===== config.mk =====
export PLATFORM = sky130hd
export DESIGN_NAME = fifo_reader
export DESIGN_NICKNAME = d
export VERILOG_FILES = /design/src/rtl/fifo_reader.sv
export SDC_FILE = /design/constraint.sdc
export NUM_CORES = 1
export LEC_CHECK = 0
export CORE_ASPECT_RATIO = 1.75
export CORE_MARGIN = 1.5
export CORE_UTILIZATION = 50
export CTS_BUF_LIST = sky130_fd_sc_hd__clkbuf_8
export DETAILED_ROUTE_END_ITERATION = 8
export PLACE_DENSITY = 0.81
export SLEW_MARGIN = 10
export SYNTH_ARGS = -nofsm -noshare
export SYNTH_HDL_FRONTEND = slang
export SYNTH_SLANG_ARGS = --single-unit

===== constraint.sdc =====
create_clock -name clk -period 2.2 [get_ports clk]
set_input_delay 0.44 -clock clk [delete_from_list [all_inputs] [get_ports clk]]
set_output_delay 0.44 -clock clk [all_outputs]
set_load 0.1 [all_outputs]

===== src/rtl/fifo_reader.sv =====
// Drains a FIFO with a fixed RAM read latency into a valid/ready stream via a small holding buffer.
// Optional word counter on the output side is enabled by defining FIFO_READER_STATS_EN.
module fifo_reader #(
  parameter int DATA_W    = 16,
  parameter int RD_LAT    = 1,
  parameter int BUF_DEPTH = 2,
  parameter int CNT_W     = 16
) (
  input  logic              clk,
  input  logic              rst,
  input  logic              enable,
  input  logic              fifo_empty,
  input  logic [DATA_W-1:0] fifo_data,
  output logic              fifo_pop,
  output logic              m_valid,
  output logic [DATA_W-1:0] m_data,
  input  logic              m_ready,
  output logic              busy
`ifdef FIFO_READER_STATS_EN
  ,
  output logic [CNT_W-1:0]  word_cnt
`endif
);

  localparam int PW = (BUF_DEPTH > 1) ? $clog2(BUF_DEPTH) : 1;
  localparam int OW = $clog2(BUF_DEPTH + 1);
  localparam int SW = 8;

  typedef enum logic [1:0] {IDLE, RUN, DRAIN} state_t;

  state_t            state_q, state_d;
  logic [RD_LAT-1:0] pipe_q, pipe_d;
  logic [DATA_W-1:0] mem_q [BUF_DEPTH];
  logic [PW-1:0]     rd_ptr_q, wr_ptr_q;
  logic [OW-1:0]     occ_q;
  logic              capture;
  logic              deq;
  logic [SW-1:0]     infl;
  logic [SW-1:0]     pending;

  function automatic logic [SW-1:0] count_ones(input logic [RD_LAT-1:0] v);
    logic [SW-1:0] n;
    n = '0;
    for (int i = 0; i < RD_LAT; i++) n = n + SW'(v[i]);
    return n;
  endfunction

  function automatic logic [PW-1:0] ptr_inc(input logic [PW-1:0] p);
    return (p == PW'(BUF_DEPTH - 1)) ? '0 : p + 1'b1;
  endfunction

  assign capture = pipe_q[RD_LAT-1];
  assign m_valid = (occ_q != '0);
  assign m_data  = m_valid ? mem_q[rd_ptr_q] : '0;
  assign deq     = m_valid && m_ready;
  assign infl    = count_ones(pipe_q);
  assign pending = SW'(occ_q) + infl;
  assign busy    = (state_q != IDLE);

  // A slot freed by this cycle's deq may be reused by this cycle's pop.
  assign fifo_pop = (state_q == RUN) && !fifo_empty &&
                    (pending < (SW'(BUF_DEPTH) + SW'(deq)));

  always_comb begin
    pipe_d    = '0;
    pipe_d[0] = fifo_pop;
    for (int i = RD_LAT - 1; i > 0; i--) pipe_d[i] = pipe_q[i-1];
  end

  always_comb begin
    state_d = state_q;
    case (state_q)
      IDLE:    if (enable) state_d = RUN;
      RUN:     if (!enable) state_d = DRAIN;
      DRAIN: begin
        if (enable)                               state_d = RUN;
        else if ((infl == '0) && (occ_q == '0))   state_d = IDLE;
      end
      default: state_d = IDLE;
    endcase
  end

  always_ff @(posedge clk or negedge rst) begin
    if (!rst) begin
      state_q  <= IDLE;
      pipe_q   <= '0;
      occ_q    <= '0;
      rd_ptr_q <= '0;
      wr_ptr_q <= '0;
    end else begin
      state_q <= state_d;
      pipe_q  <= pipe_d;
      occ_q   <= occ_q + OW'(capture) - OW'(deq);
      if (capture) wr_ptr_q <= ptr_inc(wr_ptr_q);
      if (deq)     rd_ptr_q <= ptr_inc(rd_ptr_q);
    end
  end

  // Buffer storage carries no reset; m_data is masked while nothing is buffered.
  always_ff @(posedge clk) begin
    if (capture) mem_q[wr_ptr_q] <= fifo_data;
  end

`ifdef FIFO_READER_STATS_EN
  logic [CNT_W-1:0] cnt_q;

  always_ff @(posedge clk or negedge rst) begin
    if (!rst)     cnt_q <= '0;
    else if (deq) cnt_q <= cnt_q + 1'b1;
  end

  assign word_cnt = cnt_q;
`endif

endmodule


# Word-level counts from Yosys, hierarchy flattened
# Memories as Yosys holds them, arrays and structs flattened.
# Cells that the tools add are included.
# totals
ram_bits,32
register_bits,7
output_inout_bits,19
mem_bits_ro,0
latch_bits,0
wordCells,39
inputBits,21
mem_count,1
# mem_list
memory,words,word_bits,rd,rd_clocked_by_memory_dff,write_ports,line,source
mem_q,2,16,1,0,1,33,logic [DATA_W-1:0] mem_q [BUF_DEPTH];
# op_classes
multipliers,0
add_sub_neg,6
reduce_logical,11
bitwise,0
n_div,0
n_shift,0
magnitude_cmp,1
mux,10
n_eq_ne,5
# op_table
operator,count
two-way mux 16 bit,1
zero test 8 bit,1
two-way mux 2 bit,4
one-hot mux 2 bit (3 select lines),1
logical AND 1 bit,4
zero test 2 bit,2
two-way mux 1 bit,4
"!= test 2 bit, second input constant",2
nonzero test 2 bit,2
adder 2 x 1 -> 3 bit,1
"adder 2 x 1 -> 3 bit, first input constant",1
< comparator 3 bit,1
"!= test 3 bit, second input constant",1
AND reduction 3 bit,1
"adder 1 bit, second input constant",2
adder 2 x 1 -> 2 bit,1
"equality test 2 x 1 -> 1 bit, second input constant",1
"equality test 2 bit, second input constant",1
subtractor 2 x 1 -> 2 bit,1
zero test 1 bit,1

# Logic depth before layout (Yosys ltp)
# depth
ltp_word,5
ltp_mapped,7
ltp_nobuf,7

# Worst setup path after synthesis
# No wires, ideal clock.
# synth_path
path_kind,reg2out
startpoint,register occ_q[0]
endpoint,output port fifo_pop
setup_slack_ns,-0.257
stages_incl_launch_ff,5
arrival_ns,2.017
required_time_ns,1.760
path_buffers,0
path_cell_list,dfrtp_1 -> ha_1 -> ha_1 -> o21ai_1 -> nor4b_4
# synth_via
elab_chain_len,5
elab_cells_between_ends,6
cone_classes,add/sub (2); order compare (1); reduce/logical (3)
# synth_rtl
element,line,source
start: declaration,35,logic [OW-1:0] occ_q;
start signal: assignment,93,occ_q <= occ_q + OW'(capture) - OW'(deq);
nonzero test 2 bit,53,assign m_valid = (occ_q != '0);
logical AND 1 bit,55,assign deq = m_valid && m_ready;
adder 2 x 1 -> 3 bit,62,(pending < (SW'(BUF_DEPTH) + SW'(deq)));
< comparator 3 bit (*),62,
logical AND 1 bit (*),61,assign fifo_pop = (state_q == RUN) && !fifo_empty &&
end: declaration,14,"output logic fifo_pop,"
# Mark *: on every way between the ends. The rest lies on a longest branch, timed or not.

# Worst setup path after layout
# layout_path
startpoint,register pipe_q (netlist: capture)
endpoint,output port fifo_pop
# layout_via
elab_chain_len,3
# layout_rtl
element,line,source
start: declaration,32,"logic [RD_LAT-1:0] pipe_q, pipe_d;"
start signal: assignment,92,pipe_q <= pipe_d;
adder 2 x 1 -> 3 bit,57,assign pending = SW'(occ_q) + infl;
< comparator 3 bit,62,
logical AND 1 bit,61,
# No other way between the ends.

==> results.yml <==
floorplanning:
  start_util: 0.535
  die_h_um: 77.4
  rows: 26
  die_w_um: 45.5
  die_area_sq_mm: 0.00353
  core-area_sq_mm: 0.00296
  ios: 40
synth:
  yosys-top-cells-area: "edfxtp_1 (61%), dfrtp_1 (11%), mux2i_1 (10%)"
  ys_warn_count: 0
  synth_area_sq_mm: 0.00158
  postSynth.asyncResetShare: 0.179
  yosysSeqAreaShare: 0.718
  synth_edf_count: 32
  ys.flop_type: "edfxtp_1"
  ys_seq_elements: 39
  synth_top_area_share: 0.607
  syn_nets: 123
  synth_top_area_cell: "edfxtp_1"
  netlist_instances: 98
  avgSynthCellArea_sq_um: 16.2
  synth.distinct_cells: 21
place:
  port_buffers: 39
  dp_slack_ns: 0.149
  gp_congestion: 0.655
  place_area_sq_mm: 0.00224
  place_hpwl_um: 2120
global_routing:
  met1_usage: 0.195
  grt_use_met3: 0.0674
  busiest_layer: "met2"
  use_met2: 0.320
  grt_start_max_net_pins: 17
  antenna_found_initial: 0
  grt_first_pass_wirelength_um: 4580
  overflow: 0
  grt_pass1_vias: 986
  track_usage: 0.189
route:
  vias: 931
  via_per_inst: 4.90
  drc: 0
  drt_wl_total_um: 2960
  drtIter0Drc: 9
  detail-route-antenna-nets: 0
  firstDrtPassIters: 2
  routedWlPerCell_um: 15.6
setup_path:
  critPathLaunchType: "flop"
  required_ns: 1.76
  crit_start: "capture"
  critPathKind: "reg2out"
  cp-endpoint: "fifo_pop"
  rr_worst_depth: 8
  cp_max_fo: 2
  r2r_start: "occ_q[0]"
  reg2reg_slack_ns: 0.46
  setup.worst_path.end_class: "output port"
  reg2reg_to: "occ_q[1]"
  cp.arrival_ns: 1.67
sta:
  setup_viol: 0
  worst_slew_pin_slew_ns: 0.734
  period_share: 0.960
  worst_clock_skew_ns: 0.00272
  maxSlewViolCount: 0
  finalHoldViolCount: 0
  rsz0062_at_grt: "false"
  worst_slack_ns: 0.0875
  finalSetupTns_ns: 0
  slew-limit-headroom: 0.511
  post-route-min-period_ns: 2.11
  fmax_mhz: 473
clock_tree:
  cts_root_buf: "clkbuf_8"
  clk_latency_ns: 0.29
  cts_buffers: 5
  htreeDepth: 2
  cts_tree: "yes"
  cts_sinks: 39
  ctsLongestPathBuffers: 2
  clk_pin_slew_ns: 0.07
min_path:
  hp-class: "in2async"
final_layout:
  final_util: 0.799
  area_delta_synth_final_pct: 49.4
  drive_gt1_frac: 0.365
  stdcell_area_sq_mm: 0.00236
  antenna_cells: 0
  nNetsFinal: 172
outcome:
  status: "finished, final reports clean"
flow_run:
  drv_cap: 0
-- how the worst min path moves through the flow --
stage	startpoint	endpoint	slack, ns	cells past startpoint
after global placement	rd_ptr_q	rd_ptr_q	0.46	1
final	rst	state_q[1]	0.41	1
after global routing	rst	capture	0.43	1
after floorplan	rst	capture	0.14	0
after CTS	rst	state_q[0]	0.42	1
after detailed placement	state_q[1]	state_q[0]	0.49	1
-- through the flow --
| stage | hold slack [ns] | std cells |
|---|---|---|
| 4_1_cts | 0.419 | 189 |
| 6_report | 0.411 | 190 |
| 3_3_place_gp | 0.464 | 179 |
| 3_5_place_dp | 0.488 | 179 |
| 2_1_floorplan | 0.144 | 98 |
| 5_1_grt | 0.431 | 190 |
-- cells in the final DEF (no fill, tap or decap), drive strengths merged, types with 3 or more instances in the layout --
master	instances
edfxtp	32
o21ai	3
clkbuf	5
clkdlybuf4s50	20
inv	6
xnor2	3
nor2	18
buf	25
dfrtp	7
ha	4
mux2i	16
-- layout make-up --
cell class	count	area [sq um]
Tap cell	42	52.6
Clock buffer	5	68.8
Multi-Input combinational cell	52	465
Inverter	4	15.0
Sequential cell	39	1140
Fill cell	159	596
Timing Repair Buffer	45	613
Clock inverter	3	12.5
-- registers in the layout (all words and copies together) (netlist names) --
name / flops
occ_q: 2
wr_ptr_q: 1
mem_q: 32
capture: 1
state_q: 2
rd_ptr_q: 1
-- logic make-up after synthesis --
group / count (synthesis) / share of synthesized area
flops: 39 / 0.718
simple gates: 23 / 0.0783
mux: 16 / 0.101
buf+inv: 7 / 0.0292
compound gates: 5 / 0.0198
xor+xnor: 4 / 0.0221
fa+ha+maj: 4 / 0.0316
-- cells in the mapped netlist, types with 2 or more instances --
cell       n
inv_1      4
o21ai_1    2
nor2_1    17
dfrtp_1    7
mux2i_1   16
edfxtp_1  32
xnor2_1    3
ha_1       4
-- routing by layer --
metal,up-vias,wire [um]
li1,449,-
met1,449,990
met2,25,1780
met3,8,130
met4,0,62
met5,-,0
-- what timing repair did --
item,4_1_cts,5_1_grt
pin swaps,0,1
setup buffers,2,1
gates cloned,0,0
gates resized for setup,1,2
hold buffers,0,0
endpoints found under the setup margin,1,1
-- worst max-delay path, cell delays in order, from the launching register on --
cell and delay, ns:
dfrtp_1 0.42, ha_4 0.19, ha_4 0.20, o21ai_1 0.07
nor4b_4 0.28, buf_12 0.22
Power is left out: the tool's default activity adds up to more than one toggle a clock period on the data nets, which glitch-free logic cannot reach.
==> patch: new RTL, same settings <==
Encoding of `state_t`: now one-hot (3 bits for 3 states).
--- a/src/rtl/fifo_reader.sv
+++ b/src/rtl/fifo_reader.sv
@@ -26,7 +26,7 @@
   localparam int OW = $clog2(BUF_DEPTH + 1);
   localparam int SW = 8;
 
-  typedef enum logic [1:0] {IDLE, RUN, DRAIN} state_t;
+  typedef enum logic [2:0] {IDLE = 3'b001, RUN = 3'b010, DRAIN = 3'b100} state_t;
 
   state_t            state_q, state_d;
   logic [RD_LAT-1:0] pipe_q, pipe_d;
Formal check against the unedited RTL: same outputs for any inputs over 10 cycles, from zero or initial values and one cycle with rst low; not proved beyond that.
==> patch against the original RTL <==
- worst setup slack worse by 0.68 ps
- die area grew 1.7%
- wire length rose by 0.27%
- cell area grew 1.0%
- area after synthesis up 1.8%
- sequential cell count is 1 higher
- clock skew is 4.2 ps higher
- critical path type unchanged
Power is left out: the tool's default activity adds up to more than one toggle a clock period on the data nets, which glitch-free logic cannot reach.
==> patch: results (changes against the original RTL) <==
clock slew at reported path FFs=70 ps (about the same); crit path from=occ_q[0]$_DFF_PN0_ (was capture$_DFF_PN0_); share of layout cells above drive strength 1=32.5% (was 36.5%); Diodes inserted=0 (unchanged); CP top delay family=adder cells (was flip-flops); # nets final=181 (was 172); clk buf depth=2 (unchanged); first-pass GRT wire length=4.95 mm (was 4.58 mm); CTS buffer count=5 (unchanged); Critical Path Max Stage Delay=440 ps (was 420 ps); Final Wtd Congestion=0.626 (was 0.655); top cells by area, synth=edfxtp_1, dfrtp_1, mux2i_1, nor2_1, ha_1 (unchanged); Worst path slowest cell=dfrtp_2 (was dfrtp_1); met2 wire len=1.74 mm (was 1.78 mm); count of cell types in the netlist=23 (was 21); via count=1012 (was 931); mux contribution to synthesized area=9.94% (was 10.1%); compound-gate portion of the synthesized area=2.64% (was 1.98%); run status=completed (unchanged); worst-margin pin slew=742 ps (was 734 ps); reg2reg start=occ_q[1]$_DFF_PN0_ (was occ_q[0]$_DFF_PN0_); vias in the first global route=1099 (was 986); Post-synth top cells=edfxtp_1, nor2_1, mux2i_1, dfrtp_1 (unchanged); met1 WL=1.04 mm (was 990 um); number of synthesized flops with an enable pin=32 (unchanged); cts repair resizes=0 (was 1); adder-cell area share of the yosys netlist=3.11% (was 3.16%); Yosys warning count=0 (unchanged); DRT Pass-1 Iters=4 (was 2); Synth Net Count=132 (was 123); DRT iter0 DRCs=20 (was 9); Routed met3 length=132 um (was 130 um); Critical Path Fanout Max=6 (was 2); Global Route Usage Sum=19.4% (was 18.9%); routed len/inst=14.9 um (was 15.6 um); M3 GR Usage=5.98% (was 6.74%); Top Registers=mem_q: 32 flops, state_q: 3 flops, occ_q: 2 flops (was mem_q: 32 flops, occ_q: 2 flops, state_q: 2 flops); WP data arrival=1670 ps (about the same); Post-CTS Setup Bufs=0 (was 2); Top FF cell, synth=edfxtp_1 (unchanged); met1 GRT Util=21.3% (was 19.5%); Synth async-reset ratio=20.0% (was 17.9%); XOR/XNOR share of the synthesized area=2.17% (was 2.21%); hpwl dp=2.26 mm (was 2.12 mm); met2 GRT Util=33.2% (was 32.0%); post-synthesis sequential area ratio=72.1% (was 71.8%); final clock skew=6.87 ps (was 2.72 ps); pre-CTS WS=116 ps (was 149 ps); Root Driver=clkbuf_8 (unchanged)
## patch: metrics by stage
step                      util (%)  instance area [um2]  cells
final                         76.9                 2390    200
after CTS                     76.4                 2380    199
after floorplan                  -                 1650    107
after global placement        73.9                 2300    191
after detailed placement      73.9                 2300    191
after global routing          76.9                 2390    200
## patch: final timing paths
| kind | endpoint | slack, ps | depth (start not counted) |
|---|---|---|---|
| min in group clk | wr_ptr_q$_DFFE_PN0P_ | 510 | 1 |
| min | state_q[1]$_DFFE_PN0P_ | 430 | 1 |
| max | fifo_pop | 90 | 5 |
| max reg2reg | occ_q[1]$_DFF_PN0_ | 400 | 7 |
| max in group asynchronous | state_q[0]$_DFFE_PN1P_ | 1460 | 1 |
| min reg2reg | wr_ptr_q$_DFFE_PN0P_ | 510 | 1 |
## patch: final cells by class
cell class / count / area (um2)
multi-input combinational: 60 / 462
inverter: 4 / 15.0
timing repair buffer: 45 / 613
fill: 207 / 719
clock buffer: 5 / 68.8
tap: 43 / 53.8
clock inverter: 3 / 11.3
sequential: 40 / 1160
